**src/rtl/wb_ram_slave_pkg.sv**
```systemverilog
// Shared widths and the queued request entry for the
// Wishbone RAM slave.
package wbram_pkg;
  localparam int DW   = 32;
  localparam int SELW = 4;
  localparam int IDXW = 30;

  typedef struct packed {
    logic            we;
    logic [IDXW-1:0] idx;
    logic [DW-1:0]   data;
    logic [SELW-1:0] sel;
    logic            bad;
  } req_t;
endpackage

```
**src/rtl/wb_ram_slave_if.sv**
```systemverilog
// Pipelined Wishbone-style request/response bundle
// between a bus master and the RAM slave.
interface wb_ram_slave_if;
  import wbram_pkg::*;

  logic            cyc;
  logic            stb__ENA;
  logic            stb_we;
  logic [31:0]     stb_addr;
  logic [DW-1:0]   stb_data;
  logic [SELW-1:0] stb_sel;
  logic            stb__RDY;
  logic            hold;
  logic            ack;
  logic            err;
  logic            stall;
  logic [DW-1:0]   rdata;
  logic            ack__RDY;
  logic            err__RDY;
  logic            stall__RDY;

  modport master (
    output cyc, stb__ENA, stb_we, stb_addr,
    output stb_data, stb_sel, hold,
    input  stb__RDY, ack, err, stall, rdata,
    input  ack__RDY, err__RDY, stall__RDY
  );

  modport slave (
    input  cyc, stb__ENA, stb_we, stb_addr,
    input  stb_data, stb_sel, hold,
    output stb__RDY, ack, err, stall, rdata,
    output ack__RDY, err__RDY, stall__RDY
  );
endinterface

```
**src/rtl/wb_ram_slave_fifo.sv**
```systemverilog
// In-order request queue; flush drops every entry
// without touching the storage array.
module wb_req_fifo
  import wbram_pkg::*;
#(
  parameter int DEPTH = 2
) (
  input  logic clk,
  input  logic rst_n,
  input  logic push,
  input  logic pop,
  input  logic flush,
  input  req_t din,
  output logic full,
  output logic empty,
  output req_t head
);
  localparam int PW = (DEPTH > 1) ? $clog2(DEPTH) : 1;
  localparam logic [PW-1:0] ONE = 1;
  localparam logic [PW:0]   CAP = DEPTH[PW:0];

  req_t           store [DEPTH];
  logic [PW-1:0]  rptr;
  logic [PW-1:0]  wptr;
  logic [PW:0]    count;
  logic           do_push;
  logic           do_pop;

  assign full    = (count == CAP);
  assign empty   = (count == '0);
  assign do_push = push && !full;
  assign do_pop  = pop && !empty;
  assign head    = store[rptr];

  always_ff @(posedge clk) begin
    if (!rst_n || flush) begin
      rptr  <= '0;
      wptr  <= '0;
      count <= '0;
    end else begin
      if (do_push) wptr <= wptr + ONE;
      if (do_pop)  rptr <= rptr + ONE;
      count <= count
             + {{PW{1'b0}}, do_push}
             - {{PW{1'b0}}, do_pop};
    end
  end

  always_ff @(posedge clk) begin
    if (do_push) store[wptr] <= din;
  end
endmodule

```
**src/rtl/wb_ram_slave.sv**
```systemverilog
// Word RAM behind a request queue: one request
// served per cycle, ack/err one cycle after the pop.
module wb_ram_slave
  import wbram_pkg::*;
#(
  parameter int AW    = 4,
  parameter int DEPTH = 2
) (
  input  logic        CLK,
  input  logic        nRST,
  wb_ram_slave_if.slave bus
);
  logic [DW-1:0] mem [2**AW];

  req_t          din;
  req_t          head;
  logic          full;
  logic          empty;
  logic          accept;
  logic          pop;
  logic          bad;
  logic [AW-1:0] widx;
  logic          unused_idx;

  assign bus.stb__RDY   = bus.cyc && !full;
  assign bus.stall      = !bus.stb__RDY;
  assign bus.ack__RDY   = 1'b1;
  assign bus.err__RDY   = 1'b1;
  assign bus.stall__RDY = 1'b1;

  assign bad = (|bus.stb_addr[31:AW+2])
            || (|bus.stb_addr[1:0]);

  assign accept = bus.stb__ENA && bus.stb__RDY;
  // gated by nRST so a reset edge never lands a write
  assign pop    = nRST && !empty
               && bus.cyc && !bus.hold;

  assign din.we   = bus.stb_we;
  assign din.idx  = bus.stb_addr[31:2];
  assign din.data = bus.stb_data;
  assign din.sel  = bus.stb_sel;
  assign din.bad  = bad;

  assign widx       = head.idx[AW-1:0];
  assign unused_idx = ^head.idx[IDXW-1:AW];

  wb_req_fifo #(
    .DEPTH (DEPTH)
  ) u_fifo (
    .clk   (CLK),
    .rst_n (nRST),
    .push  (accept),
    .pop   (pop),
    .flush (!bus.cyc),
    .din   (din),
    .full  (full),
    .empty (empty),
    .head  (head)
  );

  always_ff @(posedge CLK) begin
    if (pop && head.we && !head.bad) begin
      for (int i = 0; i < SELW; i++) begin
        if (head.sel[i])
          mem[widx][8*i +: 8] <= head.data[8*i +: 8];
      end
    end
  end

  always_ff @(posedge CLK) begin
    if (!nRST) begin
      bus.ack   <= 1'b0;
      bus.err   <= 1'b0;
      bus.rdata <= '0;
    end else begin
      bus.ack   <= pop && !head.bad;
      bus.err   <= pop && head.bad;
      bus.rdata <= (pop && !head.bad && !head.we)
                 ? mem[widx] : '0;
    end
  end
endmodule

```
**src/flat_wrapper.sv**
```systemverilog
// flat-port wrapper written by rule: the top's interface ports become plain ports
module wb_ram_slave_flat import wbram_pkg::*;
#(
  parameter int AW    = 4,
  parameter int DEPTH = 2
)
  (CLK, nRST, bus_cyc, bus_stb__ENA, bus_stb_we, bus_stb_addr, bus_stb_data, bus_stb_sel, bus_hold, bus_stb__RDY, bus_ack, bus_err, bus_stall, bus_rdata, bus_ack__RDY, bus_err__RDY, bus_stall__RDY);
  wb_ram_slave_if bus_i ();
  input  logic CLK;
  input  logic nRST;
  input wire logic [$bits(bus_i.cyc)-1:0] bus_cyc;
  input wire logic [$bits(bus_i.stb__ENA)-1:0] bus_stb__ENA;
  input wire logic [$bits(bus_i.stb_we)-1:0] bus_stb_we;
  input wire logic [$bits(bus_i.stb_addr)-1:0] bus_stb_addr;
  input wire logic [$bits(bus_i.stb_data)-1:0] bus_stb_data;
  input wire logic [$bits(bus_i.stb_sel)-1:0] bus_stb_sel;
  input wire logic [$bits(bus_i.hold)-1:0] bus_hold;
  output wire logic [$bits(bus_i.stb__RDY)-1:0] bus_stb__RDY;
  output wire logic [$bits(bus_i.ack)-1:0] bus_ack;
  output wire logic [$bits(bus_i.err)-1:0] bus_err;
  output wire logic [$bits(bus_i.stall)-1:0] bus_stall;
  output wire logic [$bits(bus_i.rdata)-1:0] bus_rdata;
  output wire logic [$bits(bus_i.ack__RDY)-1:0] bus_ack__RDY;
  output wire logic [$bits(bus_i.err__RDY)-1:0] bus_err__RDY;
  output wire logic [$bits(bus_i.stall__RDY)-1:0] bus_stall__RDY;
  assign bus_i.cyc = bus_cyc;
  assign bus_i.stb__ENA = bus_stb__ENA;
  assign bus_i.stb_we = bus_stb_we;
  assign bus_i.stb_addr = bus_stb_addr;
  assign bus_i.stb_data = bus_stb_data;
  assign bus_i.stb_sel = bus_stb_sel;
  assign bus_i.hold = bus_hold;
  assign bus_stb__RDY = bus_i.stb__RDY;
  assign bus_ack = bus_i.ack;
  assign bus_err = bus_i.err;
  assign bus_stall = bus_i.stall;
  assign bus_rdata = bus_i.rdata;
  assign bus_ack__RDY = bus_i.ack__RDY;
  assign bus_err__RDY = bus_i.err__RDY;
  assign bus_stall__RDY = bus_i.stall__RDY;
  wb_ram_slave #(.AW(AW), .DEPTH(DEPTH)) u_core (.CLK(CLK), .nRST(nRST), .bus(bus_i));
endmodule
```
**config.mk**
```make
export PLATFORM = sky130hd
export DESIGN_NAME = wb_ram_slave_flat
export DESIGN_NICKNAME = d
export VERILOG_FILES = /design/src/rtl/wb_ram_slave_pkg.sv /design/src/rtl/wb_ram_slave_if.sv /design/src/rtl/wb_ram_slave_fifo.sv /design/src/rtl/wb_ram_slave.sv /design/src/flat_wrapper.sv
export SDC_FILE = /design/constraint.sdc
export NUM_CORES = 1
export LEC_CHECK = 0
export CELL_PAD_IN_SITES_DETAIL_PLACEMENT = 1
export CELL_PAD_IN_SITES_GLOBAL_PLACEMENT = 2
export CORE_ASPECT_RATIO = 1.25
export CORE_MARGIN = 2
export CORE_UTILIZATION = 49
export CTS_CLUSTER_DIAMETER = 100
export DETAILED_ROUTE_END_ITERATION = 16
export PLACE_DENSITY_LB_ADDON = 0.1
export SYNTH_ARGS = -nofsm -noshare
export SYNTH_HDL_FRONTEND = slang
export SYNTH_SLANG_ARGS = --single-unit
```
**constraint.sdc**
```tcl
create_clock -name CLK -period 7.8 [get_ports CLK]
set_input_delay 1.56 -clock CLK [delete_from_list [all_inputs] [get_ports CLK]]
set_output_delay 1.56 -clock CLK [all_outputs]
set_load 0.01 [all_outputs]
```
### Word level (Yosys, flattened, before mapping)

Memory sizes are Yosys's and may differ from the RTL's. A register that Yosys moved wholly into a read port is not among the register bits.
Index checks and enable logic that the tools add are counted.
W data, S select, Z words.

* add/sub/neg operators: 4
* equal/unequal tests: 1
* mux-type cells: 16
* reduce and logical (&&, ||, !) cells: 27

Operators by type and width (number)
* $reduce_or A26 Y1: 1
* $mux W1: 16
* $logic_and A1 B1 Y1: 12
* $logic_not A1 Y1: 9
* $add A1 B1 Y1 const B: 2
* $add A2 B1 Y2: 1
* $eq A2 B2 Y1 const B: 1
* $logic_not A2 Y1: 1
* $logic_or A1 B1 Y1: 2
* $reduce_and A2 Y1: 1
* $reduce_or A2 Y1: 1
* $sub A2 B1 Y2: 1

* flip-flop bits (word level): 6
* memory bits (writable): 648
* bits of input ports: 74
* output and inout bits: 39
* logic and storage cells: 55
* memories kept: 2

Memories
* u_core.mem: depth 16, width 32, read ports 1, clocked after Yosys merged registers in 1, write ports 1, line wb_ram_slave.sv:13 `logic [DW-1:0] mem [2**AW];`
* u_core.u_fifo.store: depth 2, width 68, read ports 1, clocked after Yosys merged registers in 1, write ports 1, line wb_ram_slave_fifo.sv:22 `req_t store [DEPTH];`

### Longest topological paths before layout

* word-level depth: 9
* gate-level depth with buffers: 10
* mapped depth without buffers: 9

### Modules after synthesis

A second synthesis with hierarchy kept.

* cell total of the unflattened synthesis: 1219
* area, all modules: 26208.9 um2

Modules (own cells, without submodules)
* wb_ram_slave: times used 1, cells each 978, area each 20977.6 um2, seq. area each 16055.4 um2
* wb_req_fifo: times used 1, cells each 241, area each 5231.3 um2, seq. area each 4184.0 um2

### Worst setup path before layout

OpenSTA, ideal clock, no wires.

* path type: input -> register
* start point: input bus_cyc
* end point: memory u_core.u_fifo.store[0][0] (netlist name), enable pin
* setup time: 0.441 ns
* arrival: 3.663 ns
* data required time: 7.359 ns
* setup slack: 3.696 ns
* stages on the path: 3
* path buffers: 0
* cells stage by stage: o21a_1 -> nand2_1 -> nor2_1

* longest elaborated chain between the ends: 5

Ends and longest elaborated chain
* start: declaration: line flat_wrapper.sv:11 `input wire logic [$bits(bus_i.cyc)-1:0] bus_cyc;`
* $logic_and A1 B1 Y1: line wb_ram_slave.sv:25 `assign bus.stb__RDY = bus.cyc && !full;`
* $logic_and A1 B1 Y1: line wb_ram_slave.sv:34 `assign accept = bus.stb__ENA && bus.stb__RDY;`
* $logic_and A1 B1 Y1: line wb_ram_slave_fifo.sv:31 `assign do_push = push && !full;`
* $mux W1: line wb_ram_slave_fifo.sv:50 `if (do_push) store[wptr] <= din;`
* $mux W1 (not written as such): line wb_ram_slave_fifo.sv:50
* end: declaration: line wb_ram_slave_fifo.sv:22

Every way passes these cells.

### Worst setup path in the final report

* start point: input bus_cyc
* end point: memory u_core.mem[7][28], enable pin

* longest elaborated chain between the ends: 6

Ends and longest elaborated chain
* $logic_and A1 B1 Y1 (2 in a row): line wb_ram_slave.sv:37 `&& bus.cyc && !bus.hold;`
* $logic_and A1 B1 Y1 (2 in a row): line wb_ram_slave.sv:63 `if (pop && head.we && !head.bad) begin`
* $mux W1: line wb_ram_slave.sv:63
* $mux W1 (not written as such): line wb_ram_slave.sv:66 `mem[widx][8*i +: 8] <= head.data[8*i +: 8];`
* end: declaration: line wb_ram_slave.sv:13

Every way passes these cells.

==> flow_summary.json <==
{
  "min_path_type": "reg2reg",
  "post_cts.repair.setup_buffers": 0,
  "grt_first_pass_wirelength_mm": 86.81,
  "vdd_drop_max_uv": 200.6,
  "grt_util_all_layers": 0.2381,
  "h-tree-depth": 2,
  "globalRouteOverflowTotal": 0,
  "postSynthAreaPerCell_sq_um": 18.45,
  "postCtsResizedCells": 0,
  "powerDensity_mw_per_mm2": 248.4,
  "crit_path_top_delay_cell": "nor3_1",
  "p_leak_nw": 8.376,
  "grt_setup_unrepaired": "false",
  "ys_warns": 0,
  "clockBufferDepth": 3,
  "hold_fix_buffers_cts": 0,
  "power.share.clock": 0.412,
  "drv_cap": 0,
  "die_h_microns": 249.3,
  "die_ar_sq_mm": 0.04990,
  "rr_endpoint": "u_core.mem[7][28]",
  "power.share.combinational": 0.033,
  "wl_mm": 58.96,
  "hold_viol": 0,
  "synth_area_leaders": "edfxtp_1 (76%), a22oi_1 (6.1%), dfxtp_1 (3.3%)",
  "areaGrowthSynthToFinish_pct": 14.82,
  "worstHoldStart": "u_core.u_fifo.rptr",
  "synthArstFlopShare": 0,
  "wl_per_cell_microns": 28.58,
  "cp_max_fo": 16,
  "initial_utilization": 0.4982,
  "fin_tns_setup_ns": 0,
  "numClockSinks": 635,
  "max_clock_freq_mhz": 219.8,
  "synth_cells": 1278,
  "crit_start_category": "input pin",
  "p_sw_mw": 1.334,
  "timing.final.crit_period_ns": 4.549,
  "path_cells": "clkdlybuf4s50_1 -> nand2_1 -> nor3_1 -> and3b_1 -> nand2_1 -> nor3_1",
  "final_min_period_over_clock_period": 0.5832,
  "pin_count_of_the_biggest_net_entering_global_routing": 73,
  "die-width_microns": 200.2,
  "finalNetCount": 1457,
  "buffer_and_inverter_count_on_the_worst_path": 1,
  "holdPathStages": 2,
  "grt_pass1_vias": 13193,
  "finalSetupViolations": 0,
  "netlist.area_leader.share": 0.7591,
  "cts_tree": "yes",
  "final_layout_size_suffix_gt1_frac": 0.1270,
  "r2r_slack_ns": 3.65,
  "firstDrtPassIters": 5,
  "drt_iter0_markers": 846,
  "ys_seq_elements": 635,
  "path_clk_slew_ns": 0.06,
  "post-route-drc-count": 0,
  "antenna_found_initial": 3,
  "sequential_share_of_power": 0.555,
  "run_status": "finished clean",
  "path_delay_family": "simple AND/OR/NAND/NOR gates",
  "cts.root.buffer_cell": "clkbuf_16",
  "power.internal_mw": 5.391,
  "final-max-slew-violation-count": 0,
  "placement.io_buffers": 109,
  "cts_made_buffers": 57,
  "tightestPinTransition_ns": 1.230,
  "fin_total_pwr_mw": 6.725,
  "yosys.cell_types.count": 41,
  "criticalPathCategory": "in2reg",
  "placement_rows": 89,
  "cpPeakStageDelay_ns": 1.15,
  "worst_setup_path_end_kind": "flip-flop",
  "synth.cells.most_frequent": "edfxtp_1 (596), a22oi_1 (192), nor3_1 (66), a21boi_0 (64), clkbuf_1 (51)",
  "ant_nets": 0,
  "post-synth-top-area-cell": "edfxtp_1",
  "hpwlAfterDp_mm": 36.86,
  "synth.most_common_cell": "edfxtp_1",
  "core_area_sq_mm": 0.04733,
  "number_of_enable_flip_flop_cells_after_synthesis": 596,
  "mappedNetlistArea_sq_mm": 0.02358,
  "clock_skew_ns": 0.02161,
  "synth-seq-area-share": 0.7922,
  "switching_share": 0.1984,
  "detail_route.vias_per_cell": 5.979,
  "critical_path_arrival_ns": 4.76,
  "design.portCount": 113,
  "insertion_delay_ns": 0.61,
  "worst_slew_margin_rel": 0.1736,
  "ys.flop_type": "edfxtp_1",
  "gp_congestion": 0.7881,
  "worstRegToRegCells": 5,
  "num_vias": 12334,
  "worst_ep_required_time_ns": 8.01
}
[placed cells by master (no fill, tap or decap), drive strengths merged, types with 16 or more instances in the layout]
master / count
mux2: 36
clkbuf: 78
nor2: 16
clkinv: 18
or4: 32
clkdlybuf4s50: 109
dfxtp: 39
nor3: 66
mux4: 32
and2: 33
edfxtp: 596
a21oi: 32
a22oi: 193
buf: 17
a21boi: 64
[power groups by stage]
stage               clock network (mW)  registers (mW)  logic (mW)
floorplan                            0            3.81       0.113
global placement                     0            3.81       0.220
detailed placement                   0            3.81       0.226
CTS                               2.81            3.73       0.226
global route                      2.93            3.73       0.240
finish                            2.77            3.73       0.223
[per-stage QoR]
stage | std cells | hold WS, ns | area (sq um) | util | worst slack (ns)
final | 2063 | 0.5234 | 27070 | 0.5720 | 3.251
after CTS | 2062 | 0.5352 | 27070 | 0.5720 | 3.222
after detailed placement | 1959 | 0.5153 | 25250 | 0.5336 | 2.531
after global placement | 1959 | 0.5193 | 25250 | 0.5336 | 2.769
after global routing | 2062 | 0.5664 | 27070 | 0.5720 | 2.940
after floorplan | 1280 | 0.4813 | 23590 | - | 3.696
[area by class of cell]
type | instances | area, sq um
fill | 4136 | 20250
sequential | 635 | 18680
multi-input combinational | 555 | 4534
clock buffer | 78 | 1555
timing repair buffer | 126 | 1219
tap | 637 | 797.0
clock inverter | 25 | 262.8
inverter | 6 | 22.52
antenna | 1 | 2.502
[sequential cells by signal (all words and copies together) (netlist names), named ones only]
name and flops:
u_core.u_fifo.wptr 1, u_core.bus.err 1, u_core.u_fifo.count 2, u_core.u_fifo.rptr 1
u_core.bus.ack 1, u_core.mem 512, u_core.bus.rdata 32, u_core.u_fifo.store 84
[how the worst max path moves through the flow]
stage	startpoint	end	slack, ns	cells past startpoint
finish	bus_cyc	u_core.mem[7][28]	3.25	6
global route	bus_cyc	u_core.mem[6][22]	2.94	6
CTS	bus_cyc	u_core.mem[11][9]	3.22	6
detailed placement	bus_cyc	u_core.mem[11][9]	2.53	6
global placement	bus_cyc	u_core.mem[7][18]	2.77	6
floorplan	bus_cyc	u_core.u_fifo.store[0][0]	3.70	3
[tightest hold or removal path, stage by stage, from the launching register on]
cell	delay, ns
dfxtp_1	0.32
xnor2_1	0.09
nor2_1	0.08
[routing by layer]
metal,global-route usage,wire [microns],vias to the layer above
met5,0,28,-
met4,0.06354,1274,4
met3,0.04291,3472,93
met2,0.4203,30820,403
met1,0.3034,23360,6413
li1,-,-,5421
[logic make-up (layout without fill, tap and decap cells)]
kind of cell | Yosys count | after routing | share of synthesized area
other cells | 1 | 4 | 0.0001590
simple gates | 181 | 181 | 0.04484
compound gates | 293 | 293 | 0.09117
fa+ha+maj | 2 | 2 | 0.001061
flops | 635 | 635 | 0.7922
xor+xnor | 4 | 4 | 0.001486
buf+inv | 90 | 235 | 0.01916
mux | 72 | 72 | 0.04994
(Power assumes the default switching activity.)
